$ cat src/rtl/apb_two_port_arbiter_if.sv
// Bus bundle between the two requesters / APB master and the arbiter.
// The slave modport is the arbiter's view: it serves the requesters and
// drives the command port of the APB master. The master modport is the
// environment's view (requesters plus APB master), as used by a testbench.
interface apb_two_port_arbiter_if #(
  parameter int AW = 9,
  parameter int DW = 8
);
  // requester side
  logic [1:0]      req;
  logic [1:0]      rw;
  logic [2*AW-1:0] addr;
  logic [2*DW-1:0] wdata;
  logic [1:0]      ack;
  logic [DW-1:0]   rdata;
  logic            err;
  logic            busy;
  // APB master command side
  logic            transfer;
  logic            read_write;
  logic [AW-1:0]   apb_write_paddr;
  logic [DW-1:0]   apb_write_data;
  logic [AW-1:0]   apb_read_paddr;
  logic [DW-1:0]   apb_read_data_out;
  logic            m_done;

  modport slave (
    input  req, rw, addr, wdata, apb_read_data_out, m_done,
    output ack, rdata, err, busy, transfer, read_write,
           apb_write_paddr, apb_write_data, apb_read_paddr
  );

  modport master (
    output req, rw, addr, wdata, apb_read_data_out, m_done,
    input  ack, rdata, err, busy, transfer, read_write,
           apb_write_paddr, apb_write_data, apb_read_paddr
  );
endinterface

$ cat src/rtl/apb_two_port_arbiter.sv
// Round-robin arbiter/sequencer serialising two requesters onto one APB
// master command port. One transfer strobe per command, bounded wait for
// completion, then a one-cycle ack to the owner with rdata/err.
//
// state | meaning
// IDLE  | no command in flight; arbitrate and latch the winner
// ISSUE | transfer strobe high, command presented to the master
// WAIT  | command held, waiting for m_done or timeout
// RESP  | ack to owner, rdata/err valid, round-robin pointer updated
module apb_two_port_arbiter #(
  parameter int AW      = 9,
  parameter int DW      = 8,
  parameter int TIMEOUT = 16
) (
  input logic                   pclk,
  input logic                   preset,
  apb_two_port_arbiter_if.slave bus
);

  localparam int CW = $clog2(TIMEOUT + 1);
  // Last counter value still inside the wait window; reaching it without
  // m_done means TIMEOUT WAIT cycles have elapsed.
  localparam logic [CW-1:0] CNT_LAST = CW'(TIMEOUT - 1);
  localparam logic [CW-1:0] CNT_MAX  = CW'(TIMEOUT);

  typedef enum logic [1:0] {IDLE, ISSUE, WAIT, RESP} state_t;

  state_t        state_q, state_d;
  logic          owner_q, owner_d;
  logic          last_q, last_d;
  logic [CW-1:0] cnt_q, cnt_d;
  logic [1:0]    ack_q, ack_d;
  logic [DW-1:0] rdata_q, rdata_d;
  logic          err_q, err_d;
  logic          busy_q, busy_d;
  logic          transfer_q, transfer_d;
  logic          read_write_q, read_write_d;
  logic [AW-1:0] wpaddr_q, wpaddr_d;
  logic [DW-1:0] wdata_q, wdata_d;
  logic [AW-1:0] rpaddr_q, rpaddr_d;

  logic          grant;
  logic [AW-1:0] sel_addr;
  logic [DW-1:0] sel_wdata;

  // On a tie the requester that did not own the previous command wins.
  assign grant     = (&bus.req) ? ~last_q : bus.req[1];
  assign sel_addr  = grant ? bus.addr[AW +: AW] : bus.addr[0 +: AW];
  assign sel_wdata = grant ? bus.wdata[DW +: DW] : bus.wdata[0 +: DW];

  // Next-state and next-output logic; every output is registered below.
  always_comb begin
    state_d      = state_q;
    owner_d      = owner_q;
    last_d       = last_q;
    cnt_d        = cnt_q;
    ack_d        = 2'b00;
    rdata_d      = rdata_q;
    err_d        = err_q;
    busy_d       = busy_q;
    transfer_d   = 1'b0;
    read_write_d = read_write_q;
    wpaddr_d     = wpaddr_q;
    wdata_d      = wdata_q;
    rpaddr_d     = rpaddr_q;
    case (state_q)
      IDLE: begin
        if (|bus.req) begin
          owner_d      = grant;
          busy_d       = 1'b1;
          transfer_d   = 1'b1;
          read_write_d = bus.rw[grant];
          if (bus.rw[grant]) begin
            wpaddr_d = sel_addr;
            wdata_d  = sel_wdata;
            rpaddr_d = '0;
          end else begin
            wpaddr_d = '0;
            wdata_d  = '0;
            rpaddr_d = sel_addr;
          end
          state_d = ISSUE;
        end
      end
      ISSUE: begin
        cnt_d   = '0;
        state_d = WAIT;
      end
      WAIT: begin
        // m_done takes priority over a timeout in the same cycle.
        if (bus.m_done) begin
          rdata_d = read_write_q ? '0 : bus.apb_read_data_out;
          err_d   = 1'b0;
          ack_d   = owner_q ? 2'b10 : 2'b01;
          state_d = RESP;
        end else if (cnt_q >= CNT_LAST) begin
          rdata_d = '0;
          err_d   = 1'b1;
          ack_d   = owner_q ? 2'b10 : 2'b01;
          state_d = RESP;
        end else begin
          cnt_d = (cnt_q == CNT_MAX) ? cnt_q : cnt_q + 1'b1;
        end
      end
      RESP: begin
        last_d       = owner_q;
        busy_d       = 1'b0;
        read_write_d = 1'b0;
        wpaddr_d     = '0;
        wdata_d      = '0;
        rpaddr_d     = '0;
        state_d      = IDLE;
      end
      default: begin
        state_d = IDLE;
      end
    endcase
  end

  // State and output registers with synchronous reset.
  always_ff @(posedge pclk) begin
    if (preset) begin
      state_q      <= IDLE;
      owner_q      <= 1'b0;
      last_q       <= 1'b1;
      cnt_q        <= '0;
      ack_q        <= 2'b00;
      rdata_q      <= '0;
      err_q        <= 1'b0;
      busy_q       <= 1'b0;
      transfer_q   <= 1'b0;
      read_write_q <= 1'b0;
      wpaddr_q     <= '0;
      wdata_q      <= '0;
      rpaddr_q     <= '0;
    end else begin
      state_q      <= state_d;
      owner_q      <= owner_d;
      last_q       <= last_d;
      cnt_q        <= cnt_d;
      ack_q        <= ack_d;
      rdata_q      <= rdata_d;
      err_q        <= err_d;
      busy_q       <= busy_d;
      transfer_q   <= transfer_d;
      read_write_q <= read_write_d;
      wpaddr_q     <= wpaddr_d;
      wdata_q      <= wdata_d;
      rpaddr_q     <= rpaddr_d;
    end
  end

  assign bus.ack             = ack_q;
  assign bus.rdata           = rdata_q;
  assign bus.err             = err_q;
  assign bus.busy            = busy_q;
  assign bus.transfer        = transfer_q;
  assign bus.read_write      = read_write_q;
  assign bus.apb_write_paddr = wpaddr_q;
  assign bus.apb_write_data  = wdata_q;
  assign bus.apb_read_paddr  = rpaddr_q;

endmodule

$ cat src/flat_wrapper.sv
// flat-port wrapper written by rule: the top's interface ports become plain ports
module apb_two_port_arbiter_flat 
#(
  parameter int AW      = 9,
  parameter int DW      = 8,
  parameter int TIMEOUT = 16
)
  (pclk, preset, bus_req, bus_rw, bus_addr, bus_wdata, bus_apb_read_data_out, bus_m_done, bus_ack, bus_rdata, bus_err, bus_busy, bus_transfer, bus_read_write, bus_apb_write_paddr, bus_apb_write_data, bus_apb_read_paddr);
  apb_two_port_arbiter_if #(.AW(AW), .DW(DW)) bus_i ();
  input logic pclk;
  input logic preset;
  input wire logic [$bits(bus_i.req)-1:0] bus_req;
  input wire logic [$bits(bus_i.rw)-1:0] bus_rw;
  input wire logic [$bits(bus_i.addr)-1:0] bus_addr;
  input wire logic [$bits(bus_i.wdata)-1:0] bus_wdata;
  input wire logic [$bits(bus_i.apb_read_data_out)-1:0] bus_apb_read_data_out;
  input wire logic [$bits(bus_i.m_done)-1:0] bus_m_done;
  output wire logic [$bits(bus_i.ack)-1:0] bus_ack;
  output wire logic [$bits(bus_i.rdata)-1:0] bus_rdata;
  output wire logic [$bits(bus_i.err)-1:0] bus_err;
  output wire logic [$bits(bus_i.busy)-1:0] bus_busy;
  output wire logic [$bits(bus_i.transfer)-1:0] bus_transfer;
  output wire logic [$bits(bus_i.read_write)-1:0] bus_read_write;
  output wire logic [$bits(bus_i.apb_write_paddr)-1:0] bus_apb_write_paddr;
  output wire logic [$bits(bus_i.apb_write_data)-1:0] bus_apb_write_data;
  output wire logic [$bits(bus_i.apb_read_paddr)-1:0] bus_apb_read_paddr;
  assign bus_i.req = bus_req;
  assign bus_i.rw = bus_rw;
  assign bus_i.addr = bus_addr;
  assign bus_i.wdata = bus_wdata;
  assign bus_i.apb_read_data_out = bus_apb_read_data_out;
  assign bus_i.m_done = bus_m_done;
  assign bus_ack = bus_i.ack;
  assign bus_rdata = bus_i.rdata;
  assign bus_err = bus_i.err;
  assign bus_busy = bus_i.busy;
  assign bus_transfer = bus_i.transfer;
  assign bus_read_write = bus_i.read_write;
  assign bus_apb_write_paddr = bus_i.apb_write_paddr;
  assign bus_apb_write_data = bus_i.apb_write_data;
  assign bus_apb_read_paddr = bus_i.apb_read_paddr;
  apb_two_port_arbiter #(.AW(AW), .DW(DW), .TIMEOUT(TIMEOUT)) u_core (.pclk(pclk), .preset(preset), .bus(bus_i));
endmodule
$ cat config.mk
export PLATFORM = sky130hd
export DESIGN_NAME = apb_two_port_arbiter_flat
export DESIGN_NICKNAME = d
export VERILOG_FILES = /design/src/rtl/apb_two_port_arbiter_if.sv /design/src/rtl/apb_two_port_arbiter.sv /design/src/flat_wrapper.sv
export SDC_FILE = /design/constraint.sdc
export NUM_CORES = 1
export LEC_CHECK = 0
export CAP_MARGIN = 20
export CORE_UTILIZATION = 38
export CTS_BUF_LIST = sky130_fd_sc_hd__clkbuf_16
export DETAILED_ROUTE_END_ITERATION = 6
export DONT_BUFFER_PORTS = 1
export GPL_TIMING_DRIVEN = 0
export PLACE_DENSITY = 0.56
export RECOVER_POWER = 100
export SETUP_SLACK_MARGIN = 0.02
export SLEW_MARGIN = 20
export SYNTH_ARGS = -nofsm -noshare
export SYNTH_HDL_FRONTEND = slang
export SYNTH_SLANG_ARGS = --single-unit
$ cat constraint.sdc
create_clock -name pclk -period 1.8 [get_ports pclk]
set_input_delay 0.18 -clock pclk [delete_from_list [all_inputs] [get_ports pclk]]
set_output_delay 0.18 -clock pclk [all_outputs]
set_load 0.05 [all_outputs]
==> impl_metrics.json <==
{
  "status": "finished, final reports clean",
  "timing.fmax_mhz": 564,
  "holdWs_ns": 0.0249,
  "crit_top_cell": "ha_4",
  "drt_iter0_drc": 58,
  "setup_viol": 0,
  "powerDensity_nw_per_um2": 1540,
  "routed_wl_microns": 4810,
  "ys_top_cells_by_area": "dfxtp_1 (48%), a22o_1 (7.3%), mux2_2 (5.5%), ha_1 (4.9%), mux2i_1 (4.4%)",
  "fill_cells": 514,
  "grt_pass1_wl_microns": 7000,
  "routedWlPerCell_microns": 17.1,
  "io_buffers": 0,
  "slew-limit-headroom_pct": 59.9,
  "ir_drop_uv": 474,
  "place_ws_ns": -0.245,
  "drc": 0,
  "yosysWarnings": 0,
  "yosys.cell_types.count": 35,
  "cts_tree": "done",
  "cp_slowest_cell": "dfxtp_4",
  "route.detailed.vias_per_inst": 5.67,
  "cellLeakagePower_nw": 0.933,
  "postRouteAntennaNets": 0,
  "rsz0062_at_grt": "true",
  "skew_ns": 0.00252,
  "coreArea_sq_um": 5140,
  "cts_num_sinks": 49,
  "synthesis.area_sq_um": 2040,
  "ctsLongestPathBuffers": 2,
  "h-tree-depth": 2,
  "drive_gt1_share_pct": 27.8,
  "root_buffer": "clkbuf_16",
  "grt_max_degree": 16,
  "path_cells": "ha_4 -> and3_4 -> ha_4 -> nor4b_4 -> nand3_1 -> a211oi_2 -> a211oi_1",
  "hpwl_microns": 3450,
  "syn-num-nets": 248,
  "final_cell_mix": "dfxtp_1 (45), nor2_1 (17), a22o_1 (17)",
  "dieArea_sq_um": 5660,
  "grt-ovfl-total": 0,
  "antenna_found_initial": 0,
  "grt_pass1_vias": 1588,
  "ys_ff_latch": 49,
  "io_pins": 89,
  "final_nets": 268,
  "critPathMaxFanout": 3,
  "slew_viol_final": 0,
  "finish.utilization_pct": 48.7,
  "final_common_cell": "dfxtp_1",
  "area_growth_pct": 22.8,
  "slowest_delay_ns": 0.36,
  "path_class": "reg2reg",
  "worstSkewPairLatency_ns": 0.28,
  "arrival_ns": 1.92,
  "ys_seq_area_share_pct": 48.1,
  "die_y_microns": 75.2,
  "hold_viol": 0,
  "antenna_cells": 0,
  "synth_area_per_cell_sq_um": 10.7,
  "worstMarginPinSlew_ns": 0.601,
  "vias": 1600,
  "stdcell_area_sq_um": 2500,
  "numCtsBuffers": 5,
  "netlist.area_leader.share_pct": 48.1,
  "start_util_pct": 39.7,
  "cp.required_ns": 1.95,
  "rows": 26,
  "dr.pass1.iters": 4,
  "fin_crit_sh_pct": 98.5,
  "clkTransAtPathRegs_ns": 0.06,
  "place_area_sq_um": 2140,
  "worst_setup_path_end_kind": "register",
  "yosysTopAreaCell": "dfxtp_1",
  "maxCapViolCount": 0,
  "setup_ws_ns": 0.0275,
  "period_minus_slack_ns": 1.77,
  "gp_congestion": 0.737,
  "startpoint_type": "register",
  "holdCritPathClass": "in2reg",
  "synthCells": 191,
  "track_usage_pct": 16.6,
  "die_w_microns": 75.2,
  "power_mw": 3.85
}
path summary, 6_finish.rpt:
kind | start | endpoint | slack [ns] | cells after the start
setup / recovery | u_core.cnt_q[0] | u_core.cnt_q[2] | 0.03 | 7
hold / removal | bus_apb_read_data_out[3] | u_core.bus.rdata[3] | 0.02 | 1
setup reg to reg | u_core.cnt_q[0] | u_core.cnt_q[2] | 0.03 | 7
hold reg to reg | u_core.owner_q | u_core.bus.ack[0] | 0.51 | 1
timing repair:
action                                  in CTS  in global routing
resized for setup                           20                 12
hold buffers                                 1                  0
hold endpoints to repair                     1                  0
pin swaps                                    6                  1
endpoints found under the setup margin      42                 41
gates cloned                                 0                  0
buffers inserted                             7                  5
cells in the mapped netlist:
cell / count
buf_2: 5
a211oi_1: 4
nor4bb_1: 2
o21ai_0: 1
nand2_1: 5
a21oi_1: 8
nand3b_1: 1
buf_4: 2
nor4b_2: 1
mux2i_1: 9
nand4_1: 1
a32oi_1: 9
and4b_1: 1
nand3_1: 5
buf_1: 1
inv_1: 6
nand2b_1: 2
and3_1: 1
o2bb2ai_1: 8
nor2b_1: 2
a22oi_1: 1
dfxtp_1: 49
o21ai_1: 1
a21o_1: 1
nor2_1: 18
or4_1: 1
ha_1: 8
a2bb2oi_1: 2
or3b_1: 1
nor4_4: 1
a22o_1: 17
clkbuf_1: 5
mux2_2: 10
a21boi_2: 1
a211o_1: 1
kinds of logic after synthesis:
| logic type | Yosys count | share of synthesized area (%) |
|---|---|---|
| flops | 49 | 48.1 |
| simple gates | 42 | 11.7 |
| buf+inv | 19 | 4.17 |
| compound gates | 54 | 21.1 |
| fa+ha+maj | 8 | 4.91 |
| mux | 19 | 9.95 |
per-stage QoR:
step,instances,setup TNS [ns]
finish,282,0
global route,282,-0.142
CTS,277,-0.0206
detailed placement,261,-5.81
global placement,261,-3.14
floorplan,191,0
power breakdown:
| part | leakage [nW] | internal [mW] | switching (mW) |
|---|---|---|---|
| Sequential | 0.401 | 1.26 | 0.598 |
| Clock | 0.0775 | 0.650 | 0.393 |
| Combinational | 0.455 | 0.446 | 0.508 |
| Total | 0.933 | 2.35 | 1.50 |
state kept, by name, summed over array words and instances (netlist names), 2 cells and up:
| name | cells |
|---|---|
| u_core.bus.apb_read_paddr | 9 |
| u_core.bus.apb_write_paddr | 9 |
| u_core.bus.apb_write_data | 8 |
| u_core.bus.rdata | 8 |
| u_core.cnt_q | 5 |
| u_core.bus.ack | 2 |
| u_core.state_q | 2 |
routing by layer:
metal  up-vias  global-route usage (%)  wire (microns)
met5         -                       0               0
met4         0                    6.58              91
met3        13                    5.09             331
met2        65                    31.1            2520
met1       777                    17.1            1870
li1        745                       -               -
worst max-delay path: cells and delay by family (launching register included):
family          cells  cell delay (ns)
flops               1             0.36
fa+ha+maj           2             0.32
compound gates      2             0.33
simple gates        3             0.63
final cells by class:
class	instances	area [sq um]	share of cell area (%)
Multi-Input combinational cell	123	1060	42.3
Sequential cell	49	991	39.6
Clock buffer	5	125	5.00
Timing Repair Buffer	13	100	4.00
Tap cell	70	87.6	3.50
Buffer	13	77.6	3.10
Clock inverter	3	41.3	1.65
Inverter	6	22.5	0.900
Power figures use the tool's default switching activity.
